**src/rtl/alu_issue_ctrl.sv**
```systemverilog
// Issue controller for the 8-bit combinational ALU: it latches operands from a small
// register file, drives the ALU for one cycle, then writes the result back and offers it on a handshake.
module alu_issue_ctrl #(
  parameter int DW   = 8,
  parameter int NREG = 4,
  parameter int AW   = 2
) (
  input  logic          clk,
  input  logic          rst_n,
  input  logic          instr_valid,
  output logic          instr_ready,
  input  logic [2:0]    instr_op,
  input  logic [AW-1:0] instr_rd,
  input  logic [AW-1:0] instr_rs1,
  input  logic [AW-1:0] instr_rs2,
  input  logic          ld_en,
  input  logic [AW-1:0] ld_addr,
  input  logic [DW-1:0] ld_data,
  output logic [DW-1:0] alu_op1,
  output logic [DW-1:0] alu_op2,
  output logic [2:0]    alu_sel,
  input  logic [DW-1:0] alu_out,
  input  logic          alu_co,
  output logic          res_valid,
  input  logic          res_ready,
  output logic [DW-1:0] res_data,
  output logic [AW-1:0] res_rd,
  output logic          carry_flag
);

  typedef enum logic [1:0] {IDLE, EXEC, RESP} state_t;

  state_t        state;
  logic [AW-1:0] rd_lat;
  logic [DW-1:0] regs [NREG];

  // Control FSM; every output is a register so the ALU sees glitch-free operands.
  always_ff @(posedge clk) begin
    if (!rst_n) begin
      state       <= IDLE;
      instr_ready <= 1'b1;
      res_valid   <= 1'b0;
      res_data    <= '0;
      res_rd      <= '0;
      carry_flag  <= 1'b0;
      alu_op1     <= '0;
      alu_op2     <= '0;
      alu_sel     <= 3'b000;
      rd_lat      <= '0;
    end else begin
      case (state)
        IDLE: begin
          if (instr_valid) begin
            alu_op1     <= regs[instr_rs1];
            alu_op2     <= regs[instr_rs2];
            alu_sel     <= instr_op;
            rd_lat      <= instr_rd;
            instr_ready <= 1'b0;
            state       <= EXEC;
          end
        end
        EXEC: begin
          res_data   <= alu_out;
          res_rd     <= rd_lat;
          carry_flag <= alu_co;
          res_valid  <= 1'b1;
          state      <= RESP;
        end
        RESP: begin
          if (res_ready) begin
            res_valid   <= 1'b0;
            instr_ready <= 1'b1;
            state       <= IDLE;
          end
        end
        default: begin
          res_valid   <= 1'b0;
          instr_ready <= 1'b1;
          state       <= IDLE;
        end
      endcase
    end
  end

  // Writeback takes priority over a direct load to the same register.
  always_ff @(posedge clk) begin
    for (int i = 0; i < NREG; i++) begin
      if (!rst_n) begin
        regs[i] <= '0;
      end else if (state == EXEC && rd_lat == AW'(i)) begin
        regs[i] <= alu_out;
      end else if (ld_en && ld_addr == AW'(i)) begin
        regs[i] <= ld_data;
      end
    end
  end

endmodule

```
**config.mk**
```make
export PLATFORM = sky130hd
export DESIGN_NAME = alu_issue_ctrl
export DESIGN_NICKNAME = d
export VERILOG_FILES = /design/src/rtl/alu_issue_ctrl.sv
export SDC_FILE = /design/constraint.sdc
export NUM_CORES = 1
export LEC_CHECK = 0
export ABC_AREA = 1
export CORE_MARGIN = 3
export CORE_UTILIZATION = 40
export DETAILED_ROUTE_END_ITERATION = 10
export PLACE_DENSITY = 0.64
export SYNTH_ARGS = -nofsm -noshare
export SYNTH_HDL_FRONTEND = slang
export SYNTH_SLANG_ARGS = --single-unit
```
**constraint.sdc**
```tcl
create_clock -name clk -period 3.3 [get_ports clk]
set_input_delay 0.33 -clock clk [delete_from_list [all_inputs] [get_ports clk]]
set_output_delay 0.33 -clock clk [all_outputs]
set_load 0.01 [all_outputs]
```
==> flow_metrics.env, run 1 <==
export IMPL_drtIter0Drc=224
export IMPL_num_vias=3349
export IMPL_grt_pass1_vias=3145
export IMPL_yosys_warnings=0
export IMPL_initial_core_util=0.416
export IMPL_crit_family="simple AND/OR/NAND/NOR gates"
export IMPL_critPathLaunch="state[1]"
export IMPL_cts_hold_buf=0
export IMPL_worstPathMaxFanout=34
export IMPL_max_vdd_ir_drop_mv=0.233
export IMPL_maxClockFrequency_mhz=535
export IMPL_synth_cells=496
export IMPL_core_um2=8850
export IMPL_period_minus_slack_ns=1.87
export IMPL_post_cts_buffers=0
export IMPL_hold_viol=0
export IMPL_worstSetupPathType="register to register"
export IMPL_cts_tree="yes"
export IMPL_crit_chain="nor2_8 -> nand2_2 -> nand3_4 -> nand3_1"
export IMPL_rr_startpoint="state[1]"
export IMPL_ctsResizeCount=0
export IMPL_cap_viol_max_count=0
export IMPL_grt_pass1_wl_um=16400
export IMPL_avgSynthCellArea_um2=7.43
export IMPL_num_fill_cells=871
export IMPL_r2r_slack_ns=1.43
export IMPL_die_h_um=102
export IMPL_utilization=0.514
export IMPL_num_rows=34
export IMPL_drt_wl_total_um=10100
export IMPL_cts_buffers=9
export IMPL_slew_viol_final=0
export IMPL_endpoint="regs[0][3]"
export IMPL_yosys_cell_types_count=25
export IMPL_diodes=0
export IMPL_finalCritPeriodShare=0.567
export IMPL_drtPass1Iterations=5
export IMPL_p_leak_nw=2.11
export IMPL_drt_met1_wl_um=4450
export IMPL_syn_area_um2=3680
export IMPL_synth_ff_type="dfxtp_1"
export IMPL_end_kind="register"
export IMPL_grt_overflow_total=0
export IMPL_viasPerCell=5.04
export IMPL_worstHoldStart="instr_ready"
export IMPL_cts_buffer_depth=2
export IMPL_rr_endpoint="regs[0][3]"
export IMPL_grt_max_degree=47
export IMPL_outcome="finished clean"
export IMPL_layout_drive_gt1_share=0.0647
export IMPL_routed_top_layer="met4"
export IMPL_fin_setup_tns_ns=0
export IMPL_grt_usage=0.206
export IMPL_wl_met3_um=796
export IMPL_critPathMaxStageDelay_ns=0.41
export IMPL_dpl_hpwl_um=7310
export IMPL_clock_root_buffer="clkbuf_8"
export IMPL_synth_edf_count=32
export IMPL_wl_per_cell_um=15.2
export IMPL_cts_max_level=3
export IMPL_setup_violations=0
export IMPL_synth_nets=529
export IMPL_slowest_stage="nor2_8"
export IMPL_cp_data_arrival_time_ns=1.85
export IMPL_area_growth_syn_to_layout_pct=23.3
export IMPL_path_clk_slew_ns=0.08
export IMPL_finalNetCount=584
export IMPL_clock_skew_ns=0.00749
export IMPL_grt_setup_unrepaired="no"
export IMPL_cts_sinks=68
export IMPL_required_ns=3.28
export IMPL_ys_seq_area_frac=0.456
export IMPL_relSlewSlack=0.634
export IMPL_tightest_slew_ns=0.548
export IMPL_wl_met2_um=4620
export IMPL_worstSetupStartpointType="register"
export IMPL_portBuffers=64
export IMPL_die_w_um=102
export IMPL_ant_nets=0
export IMPL_synth_seq_cells=68
export IMPL_p_per_area_nw_per_um2=453
export IMPL_async_reset_ff_frac=0
export IMPL_drc=0
export IMPL_hold_path_class="register to register"
export IMPL_worstSkewPairLatency_ns=0.34
export IMPL_gp_congestion=0.931
export IMPL_antenna_found_initial=0
export IMPL_path_buf_inv=0
export IMPL_die_area_um2=10400
export IMPL_cp_depth=4
export IMPL_io_pins=65
export IMPL_reg2regPathDepth=4
## cells by family after synthesis
group	after synthesis	synth area share
compound gates	53	0.0727
buf+inv	116	0.133
flops	68	0.456
simple gates	259	0.338
## worst min-delay path by stage
| stage | endpoint | slack [ns] | depth (start not counted) |
|---|---|---|---|
| 3_3_place_gp | instr_ready | 0.46 | 2 |
| 5_1_grt | alu_sel[2] | 0.52 | 2 |
| 2_1_floorplan | carry_flag | 0.46 | 2 |
| 4_1_cts | instr_ready | 0.48 | 2 |
| 3_5_place_dp | instr_ready | 0.46 | 2 |
| 6_report | instr_ready | 0.47 | 2 |
## worst reg2reg max path, stage by stage, from the launching register on
cell and delay (ns):
dfxtp_1 0.38, nor2_8 0.41, nand2_2 0.21, nand3_4 0.18, nand3_1 0.32
## synth_stat cells, types with 3 or more instances
| cell type | n | area [um2] |
|---|---|---|
| nor2_1 | 37 | 139 |
| nand3_4 | 3 | 52.6 |
| inv_2 | 4 | 15.0 |
| nand3_1 | 67 | 335 |
| nor2_8 | 4 | 80.1 |
| buf_6 | 3 | 33.8 |
| buf_4 | 6 | 45.0 |
| buf_2 | 8 | 40.0 |
| nand2_1 | 124 | 465 |
| o21ai_1 | 4 | 20.0 |
| a21oi_1 | 27 | 135 |
| clkbuf_1 | 3 | 11.3 |
| inv_1 | 89 | 334 |
| dfxtp_1 | 36 | 721 |
| edfxtp_1 | 32 | 961 |
| nand4_1 | 16 | 100 |
| o21ai_0 | 21 | 105 |
## area by class of cell
type                            instances  area, um2  area share
Multi-Input combinational cell        312       1510       0.333
Clock buffer                           12        176      0.0388
Tap cell                              108        135      0.0297
Timing Repair Buffer                   67        663       0.146
Clock inverter                          4       27.5     0.00606
Inverter                               93        349      0.0768
Sequential cell                        68       1680       0.370
## placed cells by master, fill, tap and decap left out, types with 3 or more instances in the layout
| cell | n |
|---|---|
| clkdlybuf4s50_1 | 64 |
| nor2_8 | 4 |
| edfxtp_1 | 32 |
| nor2_1 | 37 |
| clkbuf_8 | 11 |
| nand3_1 | 67 |
| inv_2 | 4 |
| buf_4 | 3 |
| o21ai_0 | 21 |
| o21ai_1 | 4 |
| nand4_1 | 16 |
| nand2_1 | 124 |
| inv_1 | 89 |
| dfxtp_1 | 36 |
| nand3_4 | 3 |
| a21oi_1 | 27 |
## power breakdown
group / internal, mW / total (mW) / switching [mW] / leakage [nW]
clock: 0.362 / 0.690 / 0.329 / 0.104
sequential: 0.951 / 0.987 / 0.0358 / 0.634
combinational: 0.159 / 0.383 / 0.224 / 1.37
## stage by stage
| step | std cells | hold WS [ns] | instance area (um2) | setup WS, ns | power [mW] |
|---|---|---|---|---|---|
| floorplan | 496 | 0.465 | 3680 | 1.91 | 1.22 |
| global placement | 648 | 0.456 | 4340 | 1.16 | 1.39 |
| detailed placement | 648 | 0.459 | 4340 | 1.17 | 1.39 |
| CTS | 664 | 0.484 | 4540 | 1.41 | 2.08 |
| global route | 664 | 0.517 | 4540 | 1.28 | 2.17 |
| finish | 664 | 0.474 | 4540 | 1.43 | 2.06 |
## registers in the layout, indices dropped and copies added (netlist names)
register / flops
alu_op1: 8
alu_op2: 8
alu_sel: 3
carry_flag: 1
instr_ready: 1
rd_lat: 2
regs: 32
res_data: 8
res_rd: 2
res_valid: 1
state: 2
## metal layers
layer | vias to the layer above | track usage
li1 | 1684 | -
met1 | 1485 | 0.279
met2 | 158 | 0.324
met3 | 22 | 0.0532
met4 | 0 | 0.0636
met5 | - | 0
(Power assumes the default switching activity.)
==> inputs of run 2 (changes only) <==
- PLACE_DENSITY: 0.64 -> 0.67
- clock period: 3.3 -> 1.7 ns (I/O delays scaled with it)
==> run 2 against run 1 <==
Effect of this change: sequential cell count stayed put; combinational power up 110%; setup slack got worse by 1.2 ns; hold slack worse by 0.070 ns; non-clock buffer count increased by 20; count of clock-buffer cells in the layout decreased by 3; largest power group unchanged; highest routed layer unchanged.
==> flow_metrics.env, run 2 (synthesis gave the netlist of run 1 again) <==
export IMPL_num_vias=3370
export IMPL_pwr_share_comb=0.197
export IMPL_worstHoldStart="alu_co"
export IMPL_slowest_stage="dfxtp_1"
export IMPL_ctsResizeCount=0
export IMPL_drtIter0Drc=206
export IMPL_drt_met1_wl_um=4460
export IMPL_gp_congestion=0.892
export IMPL_core_um2=8850
export IMPL_regMostFlops="regs"
export IMPL_dp_cells=668
export IMPL_hold_path_class="primary input to register"
export IMPL_reg2regPathDepth=6
export IMPL_path_buf_inv=2
export IMPL_seq_power_share=0.471
export IMPL_max_vdd_ir_drop_mv=0.445
export IMPL_drt_wl_total_um=9760
export IMPL_final_common_cell="nand2_1"
export IMPL_grt_setup_unrepaired="no"
export IMPL_layout_drive_gt1_share=0.0972
export IMPL_rr_startpoint="state[0]"
export IMPL_worstSetupPathType="register to register"
export IMPL_relSlewSlack=0.758
export IMPL_period_minus_slack_ns=1.50
export IMPL_diodes=0
export IMPL_clock_root_buffer="clkbuf_8"
export IMPL_grt_usage=0.200
export IMPL_p_per_area_nw_per_um2=856
export IMPL_die_w_um=102
export IMPL_crit_chain="inv_2 -> nor2_8 -> nand2_2 -> nand3_4 -> nand3_1 -> buf_12"
export IMPL_grt_max_degree=23
export IMPL_die_area_um2=10400
export IMPL_initial_core_util=0.416
export IMPL_fin_setup_tns_ns=0
export IMPL_worstPathMaxFanout=13
export IMPL_end_kind="register"
export IMPL_post_cts_buffers=0
export IMPL_final_cell_mix="124 x nand2_1, 89 x inv_1, 67 x nand3_1"
export IMPL_dpl_hpwl_um=7420
export IMPL_p_sw_mw=1.16
export IMPL_routed_top_layer="met4"
export IMPL_drc=0
export IMPL_tightest_slew_ns=0.362
export IMPL_worstSkewPairLatency_ns=0.34
export IMPL_ant_nets=0
export IMPL_cap_viol_max_count=0
export IMPL_clockPowerShare=0.332
export IMPL_slew_viol_final=0
export IMPL_r2r_slack_ns=0.20
export IMPL_finalNetCount=604
export IMPL_finalCritPeriodShare=0.880
export IMPL_grt_pass1_vias=3259
export IMPL_final_cells=684
export IMPL_die_h_um=102
export IMPL_worstSetupStartpointType="register"
export IMPL_grt_overflow_total=0
export IMPL_cts_tree="yes"
export IMPL_setup_violations=0
export IMPL_intPower_mw=2.88
export IMPL_worstHoldPathCells=3
export IMPL_cts_max_level=3
export IMPL_rr_endpoint="regs[0][4]"
export IMPL_hold_viol=0
export IMPL_switching_share=0.287
export IMPL_grt_pass1_wl_um=16000
export IMPL_cp_data_arrival_time_ns=1.60
export IMPL_critPathMaxStageDelay_ns=0.35
export IMPL_cts_sinks=68
export IMPL_crit_family="simple AND/OR/NAND/NOR gates"
export IMPL_drtPass1Iterations=4
export IMPL_path_clk_slew_ns=0.08
export IMPL_cts_buffer_depth=2
export IMPL_area_growth_syn_to_layout_pct=28.2
export IMPL_cts_buffers=9
export IMPL_wl_per_cell_um=14.3
export IMPL_io_pins=65
export IMPL_clock_skew_ns=0.0131
export IMPL_num_rows=34
export IMPL_maxClockFrequency_mhz=669
export IMPL_cts_hold_buf=0
export IMPL_wl_met2_um=4360
export IMPL_antenna_found_initial=0
export IMPL_worstHoldEndpoint="carry_flag"
export IMPL_largest_reg_flops=32
export IMPL_wl_met3_um=607
export IMPL_required_ns=1.80
export IMPL_viasPerCell=4.93
export IMPL_p_leak_nw=2.22
export IMPL_portBuffers=64
export IMPL_outcome="finished clean"
-- run 2: changes by cell type in the layout (fill, tap and decap cells not counted), sizes merged --
cell	change
inv	+1
clkbuf	-3
clkinv	+2
clkinvlp	-1
buf	+20
bufinv	+1
-- run 2: power by group through the flow --
stage	clock network, mW	logic, mW	registers (mW)
3_3_place_gp	0	0.786	1.94
2_1_floorplan	0	0.408	1.96
4_1_cts	1.37	0.799	1.91
5_1_grt	1.46	0.882	1.92
6_report	1.35	0.796	1.90
3_5_place_dp	0	0.795	1.94
-- run 2: final cells by class --
cell class | count | area, um2
clock inverters | 7 | 72.6
fillers | 863 | 4120
clock buffers | 9 | 124
flip-flops and latches | 68 | 1680
repair buffers | 87 | 851
inverters | 93 | 349
multi-input cells | 312 | 1510
well taps | 108 | 135
-- run 2: how the worst max path moves through the flow --
| stage | cells after the start | slack, ns | end | start |
|---|---|---|---|---|
| after detailed placement | 6 | 0.08 | regs[0][3] | rst_n |
| after CTS | 6 | 0.19 | regs[0][4] | state[0] |
| final | 6 | 0.20 | regs[0][4] | state[0] |
| after global placement | 4 | 0.12 | regs[1][4] | ld_en |
| after floorplan | 4 | 0.34 | regs[0][0] | state[1] |
| after global routing | 6 | 0.13 | regs[0][4] | state[0] |
-- run 2: worst register-to-register path, stage by stage, from the launching register on --
cell	delay (ns)
dfxtp_1	0.35
inv_2	0.08
nor2_8	0.22
nand2_2	0.19
nand3_4	0.12
nand3_1	0.11
buf_12	0.17
-- run 2: per-stage QoR --
stage	power (mW)	hold WS, ns	util	worst slack, ns	instance area [um2]
after floorplan	2.37	0.305	-	0.341	3680
after global placement	2.73	0.462	0.512	0.116	4530
after detailed placement	2.74	0.469	0.512	0.0772	4530
after CTS	4.08	0.387	0.534	0.195	4720
after global routing	4.26	0.413	0.534	0.132	4720
final	4.05	0.405	0.534	0.204	4720
-- run 2: layer usage --
metal / track usage / up-vias
li1: - / 1723
met3: 0.0505 / 29
met1: 0.262 / 1504
met4: 0.0878 / 0
met5: 0 / -
met2: 0.314 / 114
==> inputs of run 3 (changes only) <==
- PLACE_DENSITY: 0.67 -> 0.64
- clock period: 1.7 -> 1.9 ns (I/O delays scaled with it)
==> run 3 against run 2 <==
Effect of this change: sequential power fell by 10%; via count is 0.45% higher; non-clock buffer count is 8 lower; cell area fell by 1.3%; hold slack better by 0.026 ns; sequential cell count unchanged; sequential share of layout area up 0.47 points; utilization down 0.69 points; critical path type unchanged; critical endpoint unchanged; largest power group unchanged; highest routed layer unchanged.
==> flow_metrics.env, run 3 (synthesis gave the netlist of run 1 again) <==
export IMPL_largest_reg_flops=32
export IMPL_clockPowerShare=0.358
export IMPL_grt_usage=0.204
export IMPL_initial_core_util=0.416
export IMPL_max_vdd_ir_drop_mv=0.296
export IMPL_num_vias=3385
export IMPL_p_leak_nw=2.19
export IMPL_final_common_cell="nand2_1"
export IMPL_path_clk_slew_ns=0.08
export IMPL_layout_drive_gt1_share=0.0845
export IMPL_slowest_stage="dfxtp_1"
export IMPL_die_w_um=102
export IMPL_drtIter0Drc=160
export IMPL_hold_viol=0
export IMPL_cap_viol_max_count=0
export IMPL_ctsResizeCount=0
export IMPL_hold_path_class="primary input to register"
export IMPL_die_h_um=102
export IMPL_finalNetCount=596
export IMPL_cts_buffer_depth=2
export IMPL_dpl_hpwl_um=7350
export IMPL_gp_congestion=0.901
export IMPL_grt_setup_unrepaired="no"
export IMPL_wl_per_cell_um=14.7
export IMPL_fin_setup_tns_ns=0
export IMPL_regMostFlops="regs"
export IMPL_crit_chain="nor2_1 -> nand2_2 -> nand3_4 -> nand3_1"
export IMPL_worstSetupPathType="register to register"
export IMPL_num_rows=34
export IMPL_maxClockFrequency_mhz=613
export IMPL_relSlewSlack=0.661
export IMPL_cts_buffers=9
export IMPL_worstPathMaxFanout=8
export IMPL_pwr_share_comb=0.183
export IMPL_critPathMaxStageDelay_ns=0.61
export IMPL_intPower_mw=2.69
export IMPL_tightest_slew_ns=0.509
export IMPL_viasPerCell=5.01
export IMPL_path_buf_inv=0
export IMPL_cp_data_arrival_time_ns=1.64
export IMPL_antenna_found_initial=0
export IMPL_final_cell_mix="124 x nand2_1, 89 x inv_1, 67 x nand3_1"
export IMPL_io_pins=65
export IMPL_slew_viol_final=0
export IMPL_cts_max_level=3
export IMPL_p_sw_mw=1.03
export IMPL_die_area_um2=10400
export IMPL_required_ns=1.91
export IMPL_post_cts_buffers=0
export IMPL_p_per_area_nw_per_um2=799
export IMPL_cts_sinks=68
export IMPL_ant_nets=0
export IMPL_finalCritPeriodShare=0.858
export IMPL_cts_hold_buf=0
export IMPL_worstSkewPairLatency_ns=0.34
export IMPL_seq_power_share=0.459
export IMPL_grt_overflow_total=0
export IMPL_switching_share=0.277
export IMPL_setup_violations=0
export IMPL_diodes=0
export IMPL_holdWs_ns=0.430
export IMPL_end_kind="register"
export IMPL_crit_family="simple AND/OR/NAND/NOR gates"
export IMPL_area_growth_syn_to_layout_pct=26.6
export IMPL_outcome="finished clean"
export IMPL_clock_root_buffer="clkbuf_8"
export IMPL_core_um2=8850
export IMPL_grt_max_degree=24
export IMPL_worstSetupStartpointType="register"
export IMPL_drtPass1Iterations=5
export IMPL_grt_pass1_vias=3280
export IMPL_cts_tree="yes"
export IMPL_drt_wl_total_um=9910
export IMPL_portBuffers=64
export IMPL_clock_skew_ns=0.00959
export IMPL_grt_pass1_wl_um=16400
export IMPL_period_minus_slack_ns=1.63
export IMPL_drc=0
run 3: changes by cell type in the layout (fill, tap and decap cells not counted), sizes merged:
cell and change:
inv -2, clkbuf +4, bufinv -1, clkinv -1, buf -8
run 3: tightest hold or removal path: stages:
cell and delay [ns]:
clkdlybuf4s50_1 0.40, nor2_1 0.10, nor2_1 0.05
run 3: power by group through the flow:
stage          Sequential (mW)  Clock [mW]  Combinational, mW
3_5_place_dp              1.75           0              0.678
4_1_cts                   1.71        1.36              0.682
2_1_floorplan             1.75           0              0.365
3_3_place_gp              1.74           0              0.673
6_report                  1.71        1.33              0.680
5_1_grt                   1.72        1.42              0.764
run 3: cell type report:
| cell class | instances | area (um2) |
|---|---|---|
| Timing Repair Buffer | 79 | 753 |
| Tap cell | 108 | 135 |
| Clock buffer | 13 | 213 |
| Multi-Input combinational cell | 312 | 1510 |
| Inverter | 93 | 349 |
| Fill cell | 846 | 4190 |
| Sequential cell | 68 | 1680 |
| Clock inverter | 3 | 20.0 |
run 3: per-stage QoR:
| stage | setup slack (ns) | cell area [um2] | cells | total power, mW | utilization |
|---|---|---|---|---|---|
| after floorplan | 0.541 | 3680 | 496 | 2.12 | - |
| after global placement | 0.256 | 4430 | 660 | 2.42 | 0.501 |
| after detailed placement | 0.197 | 4430 | 660 | 2.42 | 0.501 |
| after CTS | 0.238 | 4660 | 676 | 3.75 | 0.527 |
| after global routing | 0.117 | 4660 | 676 | 3.91 | 0.527 |
| final | 0.270 | 4660 | 676 | 3.73 | 0.527 |
run 3: worst paths after layout:
check,cells past startpoint,to,slack [ns],start
worst max-delay path,4,regs[0][4],0.27,rd_lat[0]
worst min-delay path,3,carry_flag,0.43,alu_co
worst max register to register,4,regs[0][4],0.27,rd_lat[0]
worst min register to register,2,instr_ready,0.48,instr_ready
run 3: layer usage:
metal | track usage | vias to the layer above | wire length, um
li1 | - | 1710 | -
met2 | 0.307 | 142 | 4280
met1 | 0.276 | 1504 | 4400
met4 | 0.107 | 0 | 405
met5 | 0 | - | 0
met3 | 0.0403 | 29 | 816
